--- src/rtl/freq_timer_bank_pkg.sv ---
// ---------------------------------------------------------------------------
// freq_timer_bank_pkg
//   Shared timer constants and types for the frequency timer bank. The
//   sound-channel blocks import the same package, so they use the same
//   default counter width and prescale ratio.
//
//   Contents:
//     FTB_NUM_CH_DEF    default number of timer channels
//     FTB_WIDTH_DEF     default counter / freq register width
//     FTB_PRESCALE_DEF  default shared prescaler divide ratio
//     ch_state_e        per-channel run state
//     presc_width()     bit width needed for a 0..PRESCALE-1 counter
// ---------------------------------------------------------------------------
package freq_timer_bank_pkg;

    localparam int FTB_NUM_CH_DEF   = 4;
    localparam int FTB_WIDTH_DEF    = 11;
    localparam int FTB_PRESCALE_DEF = 4;

    typedef enum logic {
        CH_IDLE = 1'b0,
        CH_RUN  = 1'b1
    } ch_state_e;

    // A divide ratio of 1 still needs a 1-bit counter. That counter simply
    // stays at zero.
    function automatic int presc_width(input int p);
        return (p > 1) ? $clog2(p) : 1;
    endfunction

endpackage : freq_timer_bank_pkg

--- src/rtl/freq_timer_bank_if.sv ---
// ---------------------------------------------------------------------------
// freq_timer_bank_if
//   Control and status bundle between a sound-channel controller (master)
//   and the frequency timer bank (slave).
//
//   Signals (all NUM_CH wide unless noted):
//     en       master->slave  per-channel enable (level)
//     trig     master->slave  per-channel restart strobe, one clk wide
//     oneshot  master->slave  1 = stop after first expiry, 0 = periodic
//     freq     master->slave  NUM_CH*WIDTH reload values, ch i at [i*WIDTH +: WIDTH]
//     tick     slave->master  one-clk pulse per expiry
//     active   slave->master  channel running
//     count    slave->master  NUM_CH*WIDTH counter readback
// ---------------------------------------------------------------------------
interface freq_timer_bank_if
    import freq_timer_bank_pkg::*;
#(
    parameter int NUM_CH = FTB_NUM_CH_DEF,
    parameter int WIDTH  = FTB_WIDTH_DEF
);

    logic [NUM_CH-1:0]       en;
    logic [NUM_CH-1:0]       trig;
    logic [NUM_CH-1:0]       oneshot;
    logic [NUM_CH*WIDTH-1:0] freq;
    logic [NUM_CH-1:0]       tick;
    logic [NUM_CH-1:0]       active;
    logic [NUM_CH*WIDTH-1:0] count;

    modport master (
        output en,
        output trig,
        output oneshot,
        output freq,
        input  tick,
        input  active,
        input  count
    );

    modport slave (
        input  en,
        input  trig,
        input  oneshot,
        input  freq,
        output tick,
        output active,
        output count
    );

endinterface : freq_timer_bank_if

--- src/rtl/freq_timer_channel.sv ---
// ---------------------------------------------------------------------------
// freq_timer_channel
//   One up-counting frequency timer. On each shared prescaler strobe the
//   counter advances by one. When a strobe arrives with the counter at
//   all-ones, the channel expires: it reloads from i_freq and pulses o_tick.
//   The period is therefore 2^WIDTH - freq strobes.
//
//   Ports:
//     clk        system clock
//     rst_n      asynchronous active-low reset
//     i_stb      shared prescaler strobe
//     i_en       enable (level); 0 stops the channel and freezes the count
//     i_trig     restart strobe; loads freq and starts the channel
//     i_oneshot  1 = return to idle on expiry
//     i_freq     reload value
//     o_tick     registered one-clk expiry pulse
//     o_active   channel running
//     o_count    current counter value
//
//   state   | meaning
//   --------+-----------------------------------------------------------
//   CH_IDLE | stopped; count holds its last value; waits for trig with en=1
//   CH_RUN  | counting on strobes; reloads and ticks at all-ones
// ---------------------------------------------------------------------------
module freq_timer_channel
    import freq_timer_bank_pkg::*;
#(
    parameter int WIDTH = FTB_WIDTH_DEF
) (
    input  logic             clk,
    input  logic             rst_n,
    input  logic             i_stb,
    input  logic             i_en,
    input  logic             i_trig,
    input  logic             i_oneshot,
    input  logic [WIDTH-1:0] i_freq,
    output logic             o_tick,
    output logic             o_active,
    output logic [WIDTH-1:0] o_count
);

    ch_state_e        r_state;
    ch_state_e        w_state_nxt;
    logic [WIDTH-1:0] r_count;
    logic [WIDTH-1:0] w_count_nxt;
    logic             r_tick;
    logic             w_tick_nxt;
    logic             w_expire;

    assign w_expire = (r_state == CH_RUN) && i_stb && (r_count == '1);

    always_ff @(posedge clk or negedge rst_n) begin
        if (!rst_n) begin
            r_state <= CH_IDLE;
            r_count <= '0;
            r_tick  <= 1'b0;
        end else begin
            r_state <= w_state_nxt;
            r_count <= w_count_nxt;
            r_tick  <= w_tick_nxt;
        end
    end

    // The order of the branches sets the priority: disable, then restart,
    // then expiry, then count. A trig on the same edge as an expiry
    // therefore suppresses that tick.
    always_comb begin
        w_state_nxt = r_state;
        w_count_nxt = r_count;
        w_tick_nxt  = 1'b0;
        if (!i_en) begin
            w_state_nxt = CH_IDLE;
        end else if (i_trig) begin
            w_state_nxt = CH_RUN;
            w_count_nxt = i_freq;
        end else if (w_expire) begin
            // freq and oneshot are sampled here, so changes made during a
            // period do not disturb that period.
            w_tick_nxt  = 1'b1;
            w_count_nxt = i_freq;
            if (i_oneshot) begin
                w_state_nxt = CH_IDLE;
            end
        end else if ((r_state == CH_RUN) && i_stb) begin
            w_count_nxt = r_count + WIDTH'(1);
        end
    end

    assign o_tick   = r_tick;
    assign o_active = (r_state == CH_RUN);
    assign o_count  = r_count;

endmodule : freq_timer_channel

--- src/rtl/freq_timer_bank.sv ---
// ---------------------------------------------------------------------------
// freq_timer_bank
//   NUM_CH independent frequency timers driven by one shared prescaler.
//   The prescaler runs freely from 0 to PRESCALE-1 and strobes every channel
//   in the cycle where it reaches PRESCALE-1. A trig does not reset the
//   prescaler, so the first period after a trig can be up to PRESCALE-1
//   clks short.
//
//   Parameters:
//     NUM_CH    number of timer channels
//     WIDTH     counter / freq width
//     PRESCALE  shared prescaler divide ratio (>= 1)
//
//   Ports:
//     clk    system clock
//     rst_n  asynchronous active-low reset
//     bus    slave side of freq_timer_bank_if (en/trig/oneshot/freq in,
//            tick/active/count out)
// ---------------------------------------------------------------------------
module freq_timer_bank
    import freq_timer_bank_pkg::*;
#(
    parameter int NUM_CH   = FTB_NUM_CH_DEF,
    parameter int WIDTH    = FTB_WIDTH_DEF,
    parameter int PRESCALE = FTB_PRESCALE_DEF
) (
    input  logic               clk,
    input  logic               rst_n,
    freq_timer_bank_if.slave   bus
);

    localparam int            PW   = presc_width(PRESCALE);
    localparam logic [PW-1:0] PMAX = PW'(PRESCALE - 1);

    logic [PW-1:0]           r_presc;
    logic                    w_stb;
    logic [NUM_CH-1:0]       w_tick;
    logic [NUM_CH-1:0]       w_active;
    logic [NUM_CH*WIDTH-1:0] w_count;

    assign w_stb = (r_presc == PMAX);

    always_ff @(posedge clk or negedge rst_n) begin
        if (!rst_n) begin
            r_presc <= '0;
        end else if (w_stb) begin
            r_presc <= '0;
        end else begin
            r_presc <= r_presc + PW'(1);
        end
    end

    for (genvar i = 0; i < NUM_CH; i++) begin : g_ch
        freq_timer_channel #(
            .WIDTH (WIDTH)
        ) u_ch (
            .clk       (clk),
            .rst_n     (rst_n),
            .i_stb     (w_stb),
            .i_en      (bus.en[i]),
            .i_trig    (bus.trig[i]),
            .i_oneshot (bus.oneshot[i]),
            .i_freq    (bus.freq[i*WIDTH +: WIDTH]),
            .o_tick    (w_tick[i]),
            .o_active  (w_active[i]),
            .o_count   (w_count[i*WIDTH +: WIDTH])
        );
    end

    assign bus.tick   = w_tick;
    assign bus.active = w_active;
    assign bus.count  = w_count;

endmodule : freq_timer_bank

--- src/flat_wrapper.sv ---
// flat-port wrapper written by rule: the top's interface ports become plain ports
module freq_timer_bank_flat import freq_timer_bank_pkg::*;
#(
    parameter int NUM_CH   = FTB_NUM_CH_DEF,
    parameter int WIDTH    = FTB_WIDTH_DEF,
    parameter int PRESCALE = FTB_PRESCALE_DEF
)
  (clk, rst_n, bus_en, bus_trig, bus_oneshot, bus_freq, bus_tick, bus_active, bus_count);
  freq_timer_bank_if #(.NUM_CH(NUM_CH), .WIDTH(WIDTH)) bus_i ();
  input  logic clk;
  input  logic rst_n;
  input wire logic [$bits(bus_i.en)-1:0] bus_en;
  input wire logic [$bits(bus_i.trig)-1:0] bus_trig;
  input wire logic [$bits(bus_i.oneshot)-1:0] bus_oneshot;
  input wire logic [$bits(bus_i.freq)-1:0] bus_freq;
  output wire logic [$bits(bus_i.tick)-1:0] bus_tick;
  output wire logic [$bits(bus_i.active)-1:0] bus_active;
  output wire logic [$bits(bus_i.count)-1:0] bus_count;
  assign bus_i.en = bus_en;
  assign bus_i.trig = bus_trig;
  assign bus_i.oneshot = bus_oneshot;
  assign bus_i.freq = bus_freq;
  assign bus_tick = bus_i.tick;
  assign bus_active = bus_i.active;
  assign bus_count = bus_i.count;
  freq_timer_bank #(.NUM_CH(NUM_CH), .WIDTH(WIDTH), .PRESCALE(PRESCALE)) u_core (.clk(clk), .rst_n(rst_n), .bus(bus_i));
endmodule
--- config.mk ---
export PLATFORM = sky130hd
export DESIGN_NAME = freq_timer_bank_flat
export DESIGN_NICKNAME = d
export VERILOG_FILES = /design/src/rtl/freq_timer_bank_pkg.sv /design/src/rtl/freq_timer_bank_if.sv /design/src/rtl/freq_timer_channel.sv /design/src/rtl/freq_timer_bank.sv /design/src/flat_wrapper.sv
export SDC_FILE = /design/constraint.sdc
export NUM_CORES = 1
export LEC_CHECK = 0
export CAP_MARGIN = 20
export CELL_PAD_IN_SITES_DETAIL_PLACEMENT = 0
export CELL_PAD_IN_SITES_GLOBAL_PLACEMENT = 1
export CORE_MARGIN = 2
export CORE_UTILIZATION = 30
export CTS_CLUSTER_SIZE = 20
export DETAILED_ROUTE_END_ITERATION = 8
export PLACE_DENSITY = 0.87
export RECOVER_POWER = 50
export SETUP_SLACK_MARGIN = 0.15
export SYNTH_ARGS = -nofsm -noshare
export SYNTH_HDL_FRONTEND = slang
export SYNTH_SLANG_ARGS = --single-unit
--- constraint.sdc ---
create_clock -name clk -period 2.07 [get_ports clk]
set_clock_uncertainty 0.1 [all_clocks]
set_input_delay 0.207 -clock clk [delete_from_list [all_inputs] [get_ports clk]]
set_output_delay 0.207 -clock clk [all_outputs]
set_load 0.005 [all_outputs]
==> run metrics, run 1 <==
Ports=110; area grow syn2layout=50.5%; Setup TNS Final=0 ns; endpoints failing setup=0; Final min period=1.92 ns; DRC marker count from the first detailed-route iteration=136; FF+latch area=~0.0014 sq mm; Hold WC Path Type=in2reg; Cells after Synth=376; Clock Pin Slew Worst Setup and Hold Paths=0.10 ns; grt ovf=0; count of final hold-check violations=0; number of synthesized flops with an enable pin=0; worst-path maximum fanout=8; clock latency on the worst-skew pair=a little over 0.3 ns; drt pass-1 iters=4; Synth area leader=dfrtp_1; Root Buffer=clkbuf_8; layout cells sized above 1=13.8%; Max Root-Sink Buffers=2; Worst EP required=around 2.2 ns; Buf/Inv on CP=0; crit end category=flop; syn avg cell area=8.69 sq um; Fillers=1,097; CP top delay family=compound AO/OA/AOI/OAI gates; post-route ant nets=0; CTS sink cnt=54; gpl congestion=0.827; DIE WIDTH=approximately 110 microns; area of the multi-input gates=0.00182 sq mm; Total GRT Usage=between 10% and 20%; startpoint types=flop; Initial Util=30.4%; Placeable Area=0.0107 sq mm; Max rail drop VDD=roughly 0.00032 V; post-synthesis sequential area ratio=between 40% and 50%; residual DRC count=0; Setup CP Type=reg2reg; maximum clock frequency=0.521 GHz; number of max-cap violations=0; largest net degree at the start of global routing=20; top cell type's share of synthesized area=41.4%; Final #Nets=578; I/O Buffers=~110; vias after detailed routing=3,430; htree depth=2; crit path cell chain=ha_1 > nand3_4 > o41a_4 > o32ai_2 > a21oi_1; RSZ-0062 raised after global routing=true; cts bufs inserted=5; PnR worst setup slack=0.150 ns; Distinct cells, synth=50; WL final=a little under 10,000 microns; num rows=38; hold_ws=around 0.37 ns; CTS tree=yes; Pwr Total=0.00329 W; initial antenna violation count=0; Worst Tran Pin Value=1.10 ns; Async S/R FF share, synth=100%; Die Span Y=108 microns; vias in the first global route=3,333; die area=roughly 0.012 sq mm; global-route wire length before repair=about 16,000 microns; largest cells by area after synthesis=dfrtp_1 (41%), a21oi_1 (6.7%), o21ai_0 (5.5%); Max-Slew Margin vs Limit=26.9%; Post-synth top flop=dfrtp_1; synthesized flop and latch total=54; Place WS=-0.0885 ns; Syn. warnings=0; Pins Over Slew Limit=0; Via density=5.24; final worst-path cycle share=92.7%; Netlist Area Pre-Place=0.00327 sq mm; leakage=2.00 nW; # diodes=0; HPWL after DPL=between 7000 and 8000 microns; PwrDens=669 mW/mm^2; outcome=complete, no violations; post-synthesis net count=439; Worst path slowest cell=o41a_4; crit path DAT=2.01 ns; worst stage delay on the critical path=0.55 ns; DR WL/cell=around 15 microns
path summary, 6_finish.rpt:
kind	start	end	slack (ns)	cells after the start
max in group asynchronous	rst_n	u_core.g_ch[3].u_ch.o_count[4]$_DFFE_PN0P_	0.33	3
hold reg to reg	u_core.g_ch[1].u_ch.o_count[0]$_DFFE_PN0P_	u_core.g_ch[1].u_ch.o_count[0]$_DFFE_PN0P_	0.42	1
hold / removal	bus_freq[1]	u_core.g_ch[0].u_ch.o_count[1]$_DFFE_PN0P_	0.37	3
setup reg to reg	u_core.g_ch[1].u_ch.o_count[0]$_DFFE_PN0P_	u_core.g_ch[1].u_ch.o_count[6]$_DFFE_PN0P_	0.15	5
setup / recovery	u_core.g_ch[1].u_ch.o_count[0]$_DFFE_PN0P_	u_core.g_ch[1].u_ch.o_count[6]$_DFFE_PN0P_	0.15	5
min in group asynchronous	rst_n	u_core.g_ch[1].u_ch.o_count[6]$_DFFE_PN0P_	0.52	2
metal layers:
metal | GRT usage, % | vias up | wire length, microns
met3 | 3.56 | 7 | 588
li1 | - | 1676 | -
met4 | 3.85 | 0 | 102
met5 | 0 | - | 0
met1 | 21.4 | 1652 | 4250
met2 | 28.2 | 95 | 4790
metrics by stage:
stage               utilization (%)  cells  instance area [sq um]
CTS                            44.8    646                   4810
global placement               43.3    633                   4650
floorplan                         -    376                   3280
detailed placement             43.3    633                   4650
finish                         45.7    655                   4910
global route                   45.7    655                   4910
cells in the mapped netlist, types with 2 or more instances:
master    count
a22oi_1       3
a21oi_1      44
nand3_1      25
buf_4         9
clkbuf_1     11
nor4_1        3
o32a_1        2
nor2_1       26
nor2b_1       7
inv_1        10
nor3_1        6
a311o_1       2
buf_2         6
o21a_1        4
ha_1          5
mux2i_1       9
nand2b_1      4
o22ai_1       4
a21o_1        2
o21ai_1       9
and2_1        4
and3_1        7
and4_1        9
nand2_1      26
nand4_1      13
dfrtp_1      54
a31o_2        3
o22a_1        2
o32ai_1       2
nor3b_1       2
o21ai_0      36
a31oi_1       9
placed cells by master (no fill, tap or decap), drive strengths merged, types with 4 or more instances in the layout:
cell,n
nor2b,7
and2,4
dfrtp,54
nand2b,4
o22ai,4
nand3,26
nor3,6
nand2,26
nand4,14
buf,47
a31oi,10
clkbuf,9
a21oi,44
and3,7
and4,9
mux2i,9
inv,10
dlygate4sd3,21
nor4,4
o21ai,45
o21a,4
clkdlybuf4s50,88
ha,5
nor2,26
worst min-delay path: stages:
cell	delay, ns
clkdlybuf4s50_1	0.40
nand2_1	0.06
a31oi_1	0.08
timing repair:
action	CTS	global route
resized for setup	8	14
setup buffers	3	8
cloned	2	1
hold endpoints to repair	17	0
pin swaps	3	11
hold buffers	1	0
setup endpoints to repair	38	34
cell families (layout without fill, tap and decap cells):
group,count (synthesis),after routing,synth area share [%]
and+or+nand+nor,140,140,23.4
buffers and inverters,37,175,5.75
AOI/OAI and AO/OA,131,132,24.8
adders and majority gates,5,5,1.92
muxes,9,9,2.76
DFF,54,54,41.4
power by group:
group          total [W]  switching (W)  internal, W
clock network   0.000585       0.000351     0.000235
registers        0.00146       0.000226      0.00123
logic            0.00124       0.000528     0.000714
cell type report:
cell class	instances	area share [%]
clock buffer	7	1.55
inverter	10	0.764
multi-input combinational	286	37.1
sequential	54	27.5
tap	140	3.57
timing repair buffer	158	29.5
registers in the layout, indices dropped and copies added, names as in the netlist:
| signal | cells |
|---|---|
| u_core.g_ch.u_ch.o_count | 44 |
| u_core.g_ch.u_ch.o_active | 4 |
| u_core.g_ch.u_ch.o_tick | 4 |
| u_core.r_presc | 2 |
Note: power is estimated with default switching activity, not from simulation.
==> run 2: changes to the inputs <==
- CORE_MARGIN: 2 -> not set
==> run 2 against run 1 <==
Worst hold slack about the same. Non-clock buffer count up 4. Die area down 3.7%. Register-to-register slack about the same. Largest power group unchanged. Fmax down 0.21%. Critical path type unchanged. Largest cell class unchanged. Total power up 1.6%. Critical endpoint is now u_core.g_ch[2].u_ch.o_count[9]$_DFFE_PN0P_. Sequential share of layout area down 0.60 points. Via count up 0.93%. Cell count up 0.15%. Flip-flop and latch count unchanged.
==> run metrics, run 2 (synthesis gave the netlist of run 1 again) <==
crit path cell chain=ha_4 > buf_4 > and4_4 > a31oi_4 > buf_6 > nand2b_4 > o41ai_1 > a22o_1; # diodes=0 (unchanged); Hold Path Cell Cnt=3 (unchanged); CTS tree=yes; area grow syn2layout=53.8%; PwrDens=665 mW/mm^2 (-0.60%); worst stage delay on the critical path=0.42 ns (-0.13 ns); drt pass-1 iters=4 (unchanged); fin area=0.00502 sq mm (+2.2%); Crit Reg-Reg Endpoint=u_core.g_ch[2].u_ch.o_count[9]$_DFFE_PN0P_; Pins Over Slew Limit=0 (unchanged); Worst path slowest cell=dfrtp_1; DRC marker count from the first detailed-route iteration=90 (-34%); commonest non-fill, non-tap cells in the layout=clkdlybuf4s50_1 (88), dfrtp_1 (53), buf_4 (46); residual DRC count=0 (unchanged); clock latency on the worst-skew pair=0.31 ns (about the same); grt ovf=0 (unchanged); layout cells sized above 1=16.5% (+2.8 points); Ports=110 (unchanged); num rows=37 (-2.6%); DR WL/cell=15.0 microns (+0.74%); R2R setup slack=0.15 ns (about the same); hold path startpoint=bus_freq[1]; HPWL after DPL=6910 microns (-2.4%); endpoints failing setup=0 (unchanged); Worst Tran Pin Value=1.29 ns (+0.192 ns); startpoint types=flop; Root Buffer=clkbuf_8; Total GRT Usage=17.2% (+0.64 points); count of final hold-check violations=0 (unchanged); Placeable Area=0.0104 sq mm (-3.1%); leakage=2.05 nW (+2.5%); vias after detailed routing=3,462 (+0.93%); initial antenna violation count=0 (unchanged); cells on worst reg2reg path=8 (+3); global-route wire length before repair=15,800 microns (+0.65%); crit path DAT=2.03 ns (+0.02 ns); post-route ant nets=0 (unchanged); Pwr Total=0.00334 W (+1.6%); I/O Buffers=109 (unchanged); DIE WIDTH=106 microns (-1.8%); Hold Path Sink=u_core.g_ch[0].u_ch.o_count[1]$_DFFE_PN0P_; Final min period=1.92 ns (+0.00413 ns); Hold WC Path Type=in2reg; Setup CP Type=reg2reg; worst reg2reg startpoint=u_core.r_presc[0]$_DFF_PN0_; CTS sink cnt=54 (unchanged); Max rail drop VDD=0.000342 V (+5.7%); most common cell after layout, fill and taps aside=clkdlybuf4s50_1; RSZ-0062 raised after global routing=true; gpl congestion=0.812 (-1.8%); Die Span Y=106 microns (-1.8%); Clock Pin Slew Worst Setup and Hold Paths=0.10 ns (about the same); maximum clock frequency=0.520 GHz (-0.21%); Worst EP required=2.18 ns (+0.02 ns); final worst-path cycle share=92.9% (+0.20 points); Max Root-Sink Buffers=2 (unchanged); Via density=5.28 (+0.78%); htree depth=2 (unchanged); vias in the first global route=3,277 (-1.7%); number of flip-flops in the largest register=44 (unchanged); die area=0.0113 sq mm (-3.7%); placed inst area=0.00463 sq mm (-0.43%); Buf/Inv on CP=2 (+2); outcome=complete, no violations; Setup TNS Final=0 ns (unchanged); cts bufs inserted=5 (unchanged); largest net degree at the start of global routing=23 (+15%); worst-path maximum fanout=6 (-2); Final #Nets=582 (+0.69%); number of max-cap violations=0 (unchanged); CP top delay family=compound AO/OA/AOI/OAI gates; Initial Util=31.4% (+0.96 points); crit end category=flop; Max-Slew Margin vs Limit=14.1% (-13 points); WL final=9820 microns (+0.89%)
==> run 2: how the worst max path moves through the flow <==
stage                                      from                                         end  slack [ns]  cells after the start
CTS                 u_core.r_presc[0]$_DFF_PN0_  u_core.g_ch[2].u_ch.o_count[9]$_DFFE_PN0P_        0.15                      8
global route                              rst_n  u_core.g_ch[0].u_ch.o_count[6]$_DFFE_PN0P_        0.04                      3
finish              u_core.r_presc[0]$_DFF_PN0_  u_core.g_ch[2].u_ch.o_count[9]$_DFFE_PN0P_        0.15                      8
floorplan           u_core.r_presc[0]$_DFF_PN0_  u_core.g_ch[1].u_ch.o_count[6]$_DFFE_PN0P_        0.15                      7
detailed placement  u_core.r_presc[0]$_DFF_PN0_  u_core.g_ch[1].u_ch.o_count[6]$_DFFE_PN0P_       -0.02                      5
global placement    u_core.r_presc[0]$_DFF_PN0_  u_core.g_ch[1].u_ch.o_count[6]$_DFFE_PN0P_        0.05                      5
==> run 2: timing repair <==
item                                    in CTS  in global routing
setup buffers                                7                  9
gates cloned                                 2                  2
endpoints found under the setup margin      39                 37
pin swaps                                    6                 23
hold buffers                                 1                  0
endpoints found under the hold margin       20                  0
resized for setup                           12                 31
==> run 2: area by class of cell <==
type | instances | area (sq um)
Multi-Input combinational cell | 286 | 1870
Timing Repair Buffer | 162 | 1500
Sequential cell | 54 | 1350
Tap cell | 136 | 170
Inverter | 10 | 37.5
Clock buffer | 7 | 86.3
Clock inverter | 1 | 5.00
Fill cell | 1037 | 5390
==> run 2: worst register-to-register path, cell delays in order, from the launching register on <==
cell and delay (ns):
dfrtp_1 0.42, ha_4 0.20, buf_4 0.14, and4_4 0.19, a31oi_4 0.27, buf_6 0.14
nand2b_4 0.10, o41ai_1 0.06, a22o_1 0.21
==> run 2: metal layers <==
layer  vias to the layer above  part of all wire, %  track usage (%)
met5                         -                    0                0
met4                         0                 0.46             3.17
met3                         4                  5.0             3.74
met2                        91                   49             27.9
met1                      1676                   46             23.5
li1                       1691                    -                -
==> run 2: power by group <==
group          switching [W]  internal, W  total, W
clock               0.000366     0.000272  0.000638
combinational       0.000511     0.000702   0.00121
sequential          0.000254      0.00123   0.00149
==> run 2: metrics by stage <==
stage / setup WS (ns) / hold WS [ns] / util [%] / cells
floorplan: 0.153 / -0.189 / - / 376
global placement: 0.0452 / 0.118 / 44.4 / 627
detailed placement: -0.0214 / 0.121 / 44.4 / 627
CTS: 0.150 / 0.311 / 46.6 / 645
global route: 0.0448 / 0.367 / 48.2 / 656
finish: 0.146 / 0.366 / 48.2 / 656
